File: config.mk
export PLATFORM = sky130hd
export DESIGN_NAME = add8_seq_wide
export DESIGN_NICKNAME = d
export VERILOG_FILES = /design/src/rtl/add8_seq_wide_pkg.sv /design/src/rtl/add8_seq_wide_slice.sv /design/src/rtl/add8_seq_wide.sv
export SDC_FILE = /design/constraint.sdc
export NUM_CORES = 1
export LEC_CHECK = 0
export BUFFER_PORTS_ARGS = -buffer_cell sky130_fd_sc_hd__buf_2
export CAP_MARGIN = 20
export CORE_ASPECT_RATIO = 0.6
export CORE_UTILIZATION = 43
export CTS_CLUSTER_DIAMETER = 200
export CTS_CLUSTER_SIZE = 20
export DETAILED_ROUTE_END_ITERATION = 8
export HOLD_SLACK_MARGIN = 0.03
export PLACE_DENSITY = 0.69
export RECOVER_POWER = 25
export SYNTH_ARGS = -nofsm -noshare
export SYNTH_HDL_FRONTEND = slang
export SYNTH_SLANG_ARGS = --single-unit
export TNS_END_PERCENT = 10
File: constraint.sdc
create_clock -name CLK -period 3.35 [get_ports CLK]
set_input_delay 0.67 -clock CLK [delete_from_list [all_inputs] [get_ports CLK]]
set_output_delay 0.67 -clock CLK [all_outputs]
set_load 0.02 [all_outputs]
File: src/rtl/add8_seq_wide_pkg.sv
// Shared definitions for the add8_seq_wide block: chunk width, controller
// states and the counter-width helper.
package add8_seq_wide_pkg;

  localparam int CHUNK_W = 8;

  typedef enum logic [1:0] {
    IDLE = 2'd0,
    RUN  = 2'd1,
    DONE = 2'd2
  } state_e;

  // Ceiling log2, never less than 1 so a one-chunk counter still has a bit.
  function automatic int clog2(input int n);
    int r;
    r = 0;
    for (int i = 0; i < 31; i++) begin
      if ((1 << i) < n) r = i + 1;
    end
    return (r < 1) ? 1 : r;
  endfunction

endpackage

File: src/rtl/add8_seq_wide_slice.sv
// The single 8-bit add-with-carry slice shared across all chunks.
module add8_slice
  import add8_seq_wide_pkg::*;
(
  input  logic [CHUNK_W-1:0] a_i,
  input  logic [CHUNK_W-1:0] b_i,
  input  logic               c_i,
  output logic [CHUNK_W:0]   sum_o
);

  assign sum_o = {1'b0, a_i} + {1'b0, b_i} + {{CHUNK_W{1'b0}}, c_i};

endmodule

File: src/rtl/add8_seq_wide.sv
// Wide adder that walks one 8-bit slice over WORDS chunks, LSB chunk first,
// with valid/ready handshakes on both sides.
module add8_seq_wide
  import add8_seq_wide_pkg::*;
#(
  parameter int WORDS = 4
) (
  input  logic                   CLK,
  input  logic                   RESET,
  input  logic                   I_VALID,
  output logic                   I_READY,
  input  logic [CHUNK_W*WORDS-1:0] I0,
  input  logic [CHUNK_W*WORDS-1:0] I1,
  input  logic                   CIN,
  output logic                   O_VALID,
  input  logic                   O_READY,
  output logic [CHUNK_W*WORDS-1:0] O,
  output logic                   COUT,
  output logic                   BUSY
);

  localparam int W     = CHUNK_W * WORDS;
  localparam int CNT_W = clog2(WORDS);
  localparam logic [CNT_W-1:0] LAST = CNT_W'(WORDS - 1);

  state_e           state_q;
  logic [W-1:0]     a_q, b_q, o_q, res_d;
  logic [CNT_W-1:0] cnt_q;
  logic             carry_q, cout_q, o_valid_q, busy_q;
  logic [CHUNK_W:0] sum;

  add8_slice u_slice (
    .a_i  (a_q[CHUNK_W-1:0]),
    .b_i  (b_q[CHUNK_W-1:0]),
    .c_i  (carry_q),
    .sum_o(sum)
  );

  // Upper chunks already summed wait here; the final chunk completes res_d.
  if (WORDS > 1) begin : g_acc
    logic [W-CHUNK_W-1:0] res_q;
    assign res_d = {sum[CHUNK_W-1:0], res_q};
    always_ff @(posedge CLK) begin
      if (RESET) res_q <= '0;
      else if (state_q == RUN) res_q <= res_d[W-1:CHUNK_W];
    end
  end else begin : g_single
    assign res_d = sum[CHUNK_W-1:0];
  end

  // NOTE: non-blocking assignments so every register here sees pre-edge values.
  always_ff @(posedge CLK) begin
    if (RESET) begin
      state_q   <= IDLE;
      a_q       <= '0;
      b_q       <= '0;
      cnt_q     <= '0;
      carry_q   <= 1'b0;
      o_q       <= '0;
      cout_q    <= 1'b0;
      o_valid_q <= 1'b0;
      busy_q    <= 1'b0;
    end else begin
      case (state_q)
        IDLE: begin
          if (I_VALID) begin
            a_q     <= I0;
            b_q     <= I1;
            carry_q <= CIN;
            cnt_q   <= '0;
            busy_q  <= 1'b1;
            state_q <= RUN;
          end
        end
        RUN: begin
          a_q     <= a_q >> CHUNK_W;
          b_q     <= b_q >> CHUNK_W;
          carry_q <= sum[CHUNK_W];
          if (cnt_q == LAST) begin
            o_q       <= res_d;
            cout_q    <= sum[CHUNK_W];
            o_valid_q <= 1'b1;
            state_q   <= DONE;
          end else begin
            cnt_q <= cnt_q + 1'b1;
          end
        end
        DONE: begin
          if (O_READY) begin
            o_valid_q <= 1'b0;
            busy_q    <= 1'b0;
            state_q   <= IDLE;
          end
        end
        default: state_q <= IDLE;
      endcase
    end
  end

  assign I_READY = (state_q == IDLE) && !RESET;
  assign O_VALID = o_valid_q;
  assign O       = o_q;
  assign COUT    = cout_q;
  assign BUSY    = busy_q;

endmodule

==> metrics.csv, run 1 <==
metric,value,unit
Setup TNS,0,ns
Max Fclk,370.6,MHz
Setup Viol. Count Final,0,
Area growth syn-to-layout,21.24,%
Startpoint Class,input port,
DRC viols,0,
routability congestion estimate,0.8513,
"FFs w/ async S/R, synth",0,%
CP Data Arrival Time,2.92,ns
Peak VDD IR,0.0003590,V
via count,5024,
"Worst Path Class, Setup",input port to flop,
number of port buffers,104,
crit path capture type,flop,
Buf/Inv on CP,2,
Final nets,816,
chip width,149.2,microns
Mapped Cells,662,
power density over the cells,630.1,nW/um^2
first-pass GRT wire length,23.79,mm
die area,13480,sq um
Worst path max stage delay,1.33,ns
Post-CTS Resized,0,
post-route ant nets,0,
normalized max-slew margin,-16.37,%
syn nets,741,
synthesized cell area,5590,sq um
Setup Skew,0.008601,ns
"non-filler cells, final",915,
main flop type after synthesis,dfxtp_1,
via/cell ratio,5.491,
setup ws final,0.6514,ns
Die Y,90.32,microns
detailed-route wire length per cell,16.25,microns
"count leader, synth",dfxtp_1,
Hold/Removal Path Class,flop to flop,
final total power,4.271,mW
clk root buf,clkbuf_16,
post-DP HPWL,10.29,mm
CTS Hold Bufs,0,
RSZ-0062 raised after global routing,false,
"Hold Vio Cnt, Final",0,
largest net degree at the start of global routing,62,
violated checks,"capacitance limit, slew limit",
Mean Syn Cell Area,8.445,sq um
setup repair bufs after CTS,0,
number of synthesized flops with an enable pin,0,
initial antenna violation count,0,
synth top area cells,"dfxtp_1 46%, o221a_2 9.7%, a21oi_1 9.3%, nand2_1 6.6%, nor2b_1 5.7%",
CP top delay family,buffers and inverters,
Core Region,12370,sq um
"Distinct cells, synth",45,
"area leader, netlist",dfxtp_1,
crit path cell chain,clkbuf_1 -> clkbuf_1 -> nor2_1,
# diodes,0,
Clock Sink Count,128,
layout cell share with drive strength beyond 1,22.53,%
status,"complete, but fails checks",
Synth Register Bits,128,
share of the synthesized area in the top cell type,45.84,%
TritonRoute pass-1 iters,4,
Tot GR Track Use,22.78,%
"Clk pin slew, worst setup/hold paths",0.06,ns
CTS Buf Count,17,
H-tree Lvls,4,
final worst-path cycle share,80.56,%
"Slowest-stage cell, CP",clkbuf_1,
Placed Instances,883,
sequential share of the synthesized area,45.84,%
Final Util,54.78,%
Worst-Skew Late Latency,0.41,ns
vias in the first global route,4639,
CP Max Fanout,40,
Initial DRC Count,464,
Least-Margin Pin Slew,1.745,ns
# rows,31,
post-route cell area,6778,sq um
CTS tree,done,
DP Area,6152,sq um
Synth top cells by count,"128 x dfxtp_1, 104 x a21oi_1, 98 x nand2_1",
Worst Path Required,3.57,ns
# IOs,105,
# Max-Cap Violations,1,
Hold WS,0.4556,ns
starting density of the core,45.18,%
Yosys warnings,0,
pre-CTS setup slack,1.059,ns
most numerous cell on the critical path,clkbuf_1,
Routed WL,14.87,mm
CTS Buffer Depth,2,
Slew Limit Fails,41,
Leakage,2.685,nW
gr ovfl total,0,
Period minus WS final,2.699,ns
[worst paths after layout]
kind / from / to / slack, ns / cells after the start
worst max register to register: a_q[0] / O[30] / 1.04 / 6
worst max-delay path: RESET / a_q[27] / 0.65 / 3
worst min register to register: g_acc.res_q[3] / O[3] / 0.46 / 2
worst min-delay path: g_acc.res_q[3] / O[3] / 0.46 / 2
[final cells by class]
class,instances,area [sq um]
fillers,1143,5595
clock buffers,19,442.9
well taps,165,206.4
clock inverters,13,234.0
multi-input cells,472,2766
repair buffers,115,551.8
flip-flops and latches,128,2565
inverters,3,11.26
[flip-flops by register name (all words and copies together) (netlist names)]
signal,flops
O_VALID,1
cnt_q,2
b_q,32
carry_q,1
g_acc.res_q,24
COUT,1
a_q,32
O,32
BUSY,1
state_q,2
[cell usage in the layout (no fill, tap or decap), drive strengths merged, types with 6 or more instances in the layout]
cell / n
dfxtp: 128
a22oi: 17
nand3: 6
a21oi: 104
o21ai: 7
bufinv: 6
nand2: 98
nor3: 9
clkbuf: 57
nor2b: 51
ha: 8
o221a: 48
buf: 77
nor2: 83
[metal layers]
layer / vias to the layer above / track usage [%] / part of all wire, %
li1: 2473 / - / -
met1: 2397 / 33.48 / 51
met2: 143 / 32.75 / 43
met3: 11 / 5.505 / 5.5
met4: 0 / 6.293 / 0.73
met5: - / 0 / 0
[worst min-delay path, delay by kind of cell (launching register included)]
family             cells  cell delay (ns)
AOI/OAI and AO/OA      1             0.05
DFF                    1             0.31
and+or+nand+nor        1             0.05
[power breakdown]
part	total, mW	internal [mW]	switching [mW]
clock	2.10	1.42	0.685
combinational	0.493	0.217	0.276
sequential	1.68	1.61	0.0644
[cells by family after synthesis]
group           synth area share (%)
compound gates                 25.27
buf+inv                        4.812
flops                          45.84
xor+xnor                      0.1567
fa+ha+maj                      2.507
simple gates                   21.42
Power figures use the tool's default switching activity.
==> inputs of run 2 (changes only) <==
--- a/config.mk
+++ b/config.mk
@@ -13,7 +13,7 @@
 export CTS_CLUSTER_SIZE = 20
 export DETAILED_ROUTE_END_ITERATION = 8
 export HOLD_SLACK_MARGIN = 0.03
-export PLACE_DENSITY = 0.69
+export PLACE_DENSITY = 0.72
 export RECOVER_POWER = 25
 export SYNTH_ARGS = -nofsm -noshare
 export SYNTH_HDL_FRONTEND = slang
==> constraint.sdc (replaced) <==
create_clock -name CLK -period 2.3 [get_ports CLK]
set_input_delay 0.46 -clock CLK [delete_from_list [all_inputs] [get_ports CLK]]
set_output_delay 0.46 -clock CLK [all_outputs]
set_load 0.02 [all_outputs]
==> run 2 against run 1 <==
  * The flow now finishes without violations
  * Wire length fell by 2.3%
  * Register-to-register slack got worse by 0.93 ns
  * Clock skew fell by 0.00099 ns
  * Count of clock-buffer cells in the layout rose by 3
  * Via count rose by 0.68%
  * Total power rose by 44%
  * Combinational power rose by 48%
  * Cell area rose by 0.87%
  * Die area did not move
  * Sequential share of layout area fell by 0.34 points
  * Critical path type is now flop to flop
  * Highest routed layer unchanged
==> metrics.csv, run 2 (synthesis gave the netlist of run 1 again) <==
metric,value,unit,change
status,finished clean,,
clock power share,48.5,%,-0.7 points
Hold/Removal Path Class,input port to flop,,
clk root buf,clkbuf_16,,
Setup Skew,0.007611,ns,-0.0009900 ns
Startpoint Class,flop,,
Reg2Reg Setup Slack,0.11,ns,-0.93 ns
crit path cell chain,fa_2 -> fa_1 -> a211o_1 -> a21oi_2 -> nor3_1 -> a2111oi_2,,
sequential power share,39.6,%,+0.4 points
post-route ant nets,0,,unchanged
Worst path max stage delay,0.43,ns,-0.90 ns
CTS Buffer Depth,2,,unchanged
routability congestion estimate,0.8552,,+0.46%
Comb pwr share,11.9,%,+0.4 points
hold path endpoint,a_q[25],,
Routed WL,14.52,mm,-2.3%
# IOs,105,,unchanged
die area,13480,sq um,unchanged
CTS Hold Bufs,0,,unchanged
setup repair bufs after CTS,0,,unchanged
worst r2r dst,O[30],,
most frequent cells in the layout,"127 x dfxtp_1, 103 x a21oi_1, 98 x nand2_1",,
"Hold Vio Cnt, Final",0,,unchanged
Pint,4.682,mW,+44%
initial antenna violation count,0,,unchanged
CTS tree,done,,
first-pass GRT wire length,23.76,mm,-0.15%
Reg-to-Reg Start,a_q[0],,
crit path capture type,flop,,
DRC viols,0,,unchanged
Period minus WS final,2.190,ns,
Switching Power,1.462,mW,+43%
CP Data Arrival Time,2.49,ns,-0.43 ns
Max Fclk,456.7,MHz,
RSZ-0062 raised after global routing,false,,
Hold Crit Depth,3,,+1
Die Y,90.32,microns,unchanged
Worst-Skew Late Latency,0.41,ns,about the same
Area growth syn-to-layout,22.29,%,
Setup Viol. Count Final,0,,unchanged
Slew Limit Fails,0,,-100%
# Max-Cap Violations,0,,-1
Core Region,12370,sq um,unchanged
power density over the cells,898.6,nW/um^2,+43%
# diodes,0,,unchanged
starting density of the core,45.18,%,unchanged
"non-filler cells, final",923,,+0.87%
CTS Buf Count,17,,unchanged
Initial DRC Count,512,,+10%
Clock Sink Count,128,,unchanged
sw frac,23.79,%,-0.20 points
Peak VDD IR,0.0005671,V,+58%
CP Max Fanout,3,,-93%
via count,5058,,+0.68%
# rows,31,,unchanged
gr ovfl total,0,,unchanged
Least-Margin Pin Slew,0.8954,ns,-0.8501 ns
Worst Path Required,2.60,ns,-0.97 ns
largest net degree at the start of global routing,103,,+66%
TritonRoute pass-1 iters,5,,+1
Final nets,824,,+0.98%
normalized max-slew margin,40.30,%,+57 points
post-DP HPWL,9.890,mm,-3.9%
final worst-path cycle share,95.20,%,
Worst Min Path Start,I0[25],,
"Slowest-stage cell, CP",fa_2,,
"Clk pin slew, worst setup/hold paths",0.06,ns,about the same
layout cell share with drive strength beyond 1,23.61,%,+1.1 points
detailed-route wire length per cell,15.74,microns,-3.2%
chip width,149.2,microns,unchanged
Tot GR Track Use,22.54,%,-0.24 points
"commonest non-fill, non-tap cell in the layout",dfxtp_1,,
Placed Instances,891,,+0.91%
Setup TNS,0,ns,unchanged
cell depth of the worst flop-to-flop path,6,,unchanged
vias in the first global route,4701,,+1.3%
H-tree Lvls,4,,unchanged
number of port buffers,104,,unchanged
Leakage,2.732,nW,+1.8%
"Worst Path Class, Setup",flop to flop,,
via/cell ratio,5.480,,-0.20%
## run 2: cell types whose count changed in the layout (fill, tap and decap cells not counted), moves of 2 or more
cell        before  now
clkbuf_8         1    3
clkinv_2         1    3
buf_4            9   15
clkinvlp_4       3    1
## run 2: how the worst max path moves through the flow
| stage | from | endpoint | slack [ns] | cells past startpoint |
|---|---|---|---|---|
| detailed placement | a_q[0] | O[30] | 0.04 | 6 |
| CTS | a_q[0] | O[30] | 0.04 | 6 |
| floorplan | a_q[0] | O[30] | 0.14 | 6 |
| finish | a_q[0] | O[30] | 0.11 | 6 |
| global placement | a_q[0] | O[30] | 0.11 | 6 |
| global route | a_q[0] | O[30] | 0.03 | 6 |
## run 2: cell type report
class,instances,area (sq um)
fill,1096,5537
clock buffer,22,474.2
clock inverter,10,181.4
inverter,3,11.26
timing repair buffer,123,626.9
sequential,128,2564
tap,165,206.4
multi-input combinational,472,2773
## run 2: through the flow
stage | power, mW | setup WS (ns) | instance area, sq um | hold WS [ns] | utilization (%)
after floorplan | 2.978 | 0.1351 | 5590 | 0.4321 | -
after global placement | 3.184 | 0.1121 | 6237 | 0.4438 | 50.41
after detailed placement | 3.201 | 0.04241 | 6237 | 0.4457 | 50.41
after CTS | 6.174 | 0.04230 | 6897 | 0.2790 | 55.74
after global routing | 6.369 | 0.02621 | 6837 | 0.2912 | 55.25
final | 6.144 | 0.1104 | 6837 | 0.2853 | 55.25
## run 2: critical path: cells and delay by family (launching register included)
| family | cells | cell delay (ns) |
|---|---|---|
| AOI/OAI and AO/OA | 3 | 0.84 |
| adders and majority gates | 2 | 0.83 |
| DFF | 1 | 0.33 |
| and+or+nand+nor | 1 | 0.08 |
## run 2: routing by layer
| metal | GRT usage (%) | share of wire (%) | vias up |
|---|---|---|---|
| met5 | 0 | 0 | - |
| met4 | 7.568 | 1.2 | 0 |
| met3 | 5.354 | 6.3 | 14 |
| met2 | 32.48 | 43 | 172 |
| met1 | 32.66 | 50 | 2385 |
| li1 | - | - | 2487 |
## run 2: power by group through the flow
| stage | sequential [mW] | clock, mW | combinational (mW) |
|---|---|---|---|
| floorplan | 2.45 | 0 | 0.528 |
| global placement | 2.47 | 0 | 0.710 |
| detailed placement | 2.48 | 0 | 0.721 |
| CTS | 2.43 | 3.01 | 0.728 |
| global route | 2.45 | 3.11 | 0.809 |
| finish | 2.44 | 2.98 | 0.730 |
## run 2: what timing repair did
item | in CTS | in global routing
gates cloned | 0 | 0
endpoints found under the setup margin | 1 | 2
pin swaps | 0 | 0
gates resized for setup | 1 | 1
==> inputs of run 3 (changes only) <==
--- a/config.mk
+++ b/config.mk
@@ -6,7 +6,6 @@
 export NUM_CORES = 1
 export LEC_CHECK = 0
 export BUFFER_PORTS_ARGS = -buffer_cell sky130_fd_sc_hd__buf_2
-export CAP_MARGIN = 20
 export CORE_ASPECT_RATIO = 0.6
 export CORE_UTILIZATION = 43
 export CTS_CLUSTER_DIAMETER = 200
==> constraint.sdc (replaced) <==
create_clock -name CLK -period 2.3 [get_ports CLK]
set_input_delay 0.115 -clock CLK [delete_from_list [all_inputs] [get_ports CLK]]
set_output_delay 0.115 -clock CLK [all_outputs]
set_load 0.02 [all_outputs]
==> run 3 against run 2 <==
  * Combinational power rose by 4.1%
  * Wire length rose by 3.6%
  * Largest power group unchanged
  * Final cell count rose by 1.4%
  * First-iteration DRC count rose by 3.3%
  * Highest routed layer unchanged
==> metrics.csv, run 3 (synthesis gave the netlist of run 1 again) <==
metric,value,unit,change
status,finished clean,,
post-DP HPWL,10.10,mm,+2.1%
"Hold Vio Cnt, Final",0,,unchanged
CTS Buf Count,17,,unchanged
"Slowest-stage cell, CP",fa_2,,
Leakage,2.750,nW,+0.67%
final total power,5.829,mW,-5.1%
Least-Margin Pin Slew,1.022,ns,+0.1265 ns
Period minus WS final,2.176,ns,-0.01365 ns
die area,13480,sq um,unchanged
starting density of the core,45.18,%,unchanged
register area,2564,sq um,unchanged
Worst Path Required,2.60,ns,about the same
most frequent cells in the layout,"127 x dfxtp_1, 103 x a21oi_1, 98 x nand2_1",,
CP Max Fanout,3,,unchanged
layout cell share with drive strength beyond 1,22.96,%,-0.66 points
CTS Buffer Depth,2,,unchanged
Hold/Removal Path Class,input port to flop,,
post-route ant nets,0,,unchanged
Area growth syn-to-layout,23.61,%,
setup repair bufs after CTS,0,,unchanged
crit path cell chain,fa_2 -> fa_1 -> a211o_1 -> a21oi_2 -> nor3_1 -> a2111oi_2,,
Routed WL,15.04,mm,+3.6%
Worst Min Path Start,O_READY,,
routability congestion estimate,0.8390,,-1.9%
Initial DRC Count,529,,+3.3%
detailed-route wire length per cell,16.07,microns,+2.1%
# diodes,0,,unchanged
CTS tree,done,,
"non-filler cells, final",936,,+1.4%
cell depth of the worst flop-to-flop path,6,,unchanged
Clock Sink Count,128,,unchanged
Slew Limit Fails,0,,unchanged
hold path endpoint,BUSY,,
normalized max-slew margin,31.87,%,-8.4 points
RSZ-0062 raised after global routing,false,,
vias in the first global route,4857,,+3.3%
Reg-to-Reg Start,a_q[0],,
power density over the cells,843.5,nW/um^2,-6.1%
chip width,149.2,microns,unchanged
Reg2Reg Setup Slack,0.12,ns,about the same
Tot GR Track Use,23.05,%,+0.51 points
Final nets,838,,+1.7%
worst r2r dst,O[30],,
Setup TNS,0,ns,unchanged
Hold WS,0.05430,ns,-0.2310 ns
Worst-Skew Late Latency,0.41,ns,about the same
Peak VDD IR,0.0005017,V,-12%
Fillers,1130,,+3.1%
"Worst Path Class, Setup",flop to flop,,
Max Fclk,459.6,MHz,+0.63%
via count,5082,,+0.47%
# IOs,105,,unchanged
number of port buffers,104,,unchanged
Setup Viol. Count Final,0,,unchanged
Worst path max stage delay,0.43,ns,about the same
final worst-path cycle share,94.61,%,-0.59 points
Placed Instances,889,,-0.22%
gr ovfl total,0,,unchanged
clk root buf,clkbuf_16,,
"commonest non-fill, non-tap cell in the layout",dfxtp_1,,
CP Data Arrival Time,2.48,ns,about the same
DRC viols,0,,unchanged
H-tree Lvls,4,,unchanged
Setup Skew,0.007408,ns,-0.0002031 ns
TritonRoute pass-1 iters,5,,unchanged
largest net degree at the start of global routing,104,,+0.97%
CP top delay family,adder cells,,
via/cell ratio,5.429,,-0.92%
Die Y,90.32,microns,unchanged
first-pass GRT wire length,24.44,mm,+2.9%
multi-input combinational cell area,2773,sq um,unchanged
"Clk pin slew, worst setup/hold paths",0.06,ns,about the same
Hold Crit Depth,4,,+1
Startpoint Class,flop,,
crit path capture type,flop,,
initial antenna violation count,0,,unchanged
# Max-Cap Violations,0,,unchanged
# rows,31,,unchanged
Buf/Inv on CP,0,,unchanged
Core Region,12370,sq um,unchanged
-- run 3: cell types whose count changed in the layout (fill, tap and decap cells not counted) --
cell,previous run,this run
clkbuf_4,1,0
clkbuf_1,37,36
clkinv_2,3,4
clkbuf_2,2,1
dlygate4sd3_1,0,16
clkinvlp_4,1,3
bufinv_16,5,2
-- run 3: how the worst max path moves through the flow --
| stage | from | endpoint | slack, ns | depth (start not counted) |
|---|---|---|---|---|
| 2_1_floorplan | a_q[0] | O[30] | 0.14 | 6 |
| 3_3_place_gp | a_q[0] | O[30] | 0.08 | 6 |
| 3_5_place_dp | a_q[0] | O[30] | 0.02 | 6 |
| 4_1_cts | a_q[0] | O[30] | 0.02 | 6 |
| 5_1_grt | a_q[0] | O[30] | 0.03 | 6 |
| 6_report | a_q[0] | O[30] | 0.12 | 6 |
-- run 3: timing repair --
item | 4_1_cts | 5_1_grt
hold buffers | 16 | 0
gates resized for setup | 0 | 2
endpoints found under the setup margin | 0 | 2
endpoints found under the hold margin | 16 | 0
-- run 3: through the flow --
stage / util, % / setup WS (ns) / cell area [sq um]
after floorplan: - / 0.1351 / 5590
final: 55.85 / 0.1240 / 6910
after CTS: 56.18 / 0.01509 / 6952
after global routing: 55.85 / 0.02859 / 6910
after detailed placement: 50.19 / 0.02069 / 6210
after global placement: 50.19 / 0.08427 / 6210
-- run 3: report_power, final --
part / internal (mW) / total, mW / switching (mW) / leakage, nW
clock network: 1.67 / 2.63 / 0.968 / 0.281
logic: 0.346 / 0.760 / 0.414 / 1.42
registers: 2.35 / 2.43 / 0.0883 / 1.05
total: 4.36 / 5.83 / 1.47 / 2.75
-- run 3: area by class of cell --
cell class | count | share of cell area (%)
multi-input cells | 472 | 40.12
flip-flops and latches | 128 | 37.10
repair buffers | 137 | 11.21
clock buffers | 21 | 6.808
well taps | 165 | 2.988
clock inverters | 10 | 1.611
inverters | 3 | 0.1630
-- run 3: worst register-to-register path, cell delays in order (launching register included) --
cell       delay [ns]
dfxtp_1          0.33
fa_2             0.43
fa_1             0.40
a211o_1          0.33
a21oi_2          0.16
nor3_1           0.08
a2111oi_2        0.34
-- run 3: per-layer routing --
layer  part of all wire (%)  global-route usage [%]
met3                    6.2                   5.202
met1                     49                   33.02
met5                      0                       0
met2                     43                   34.26
met4                    1.0                   6.803
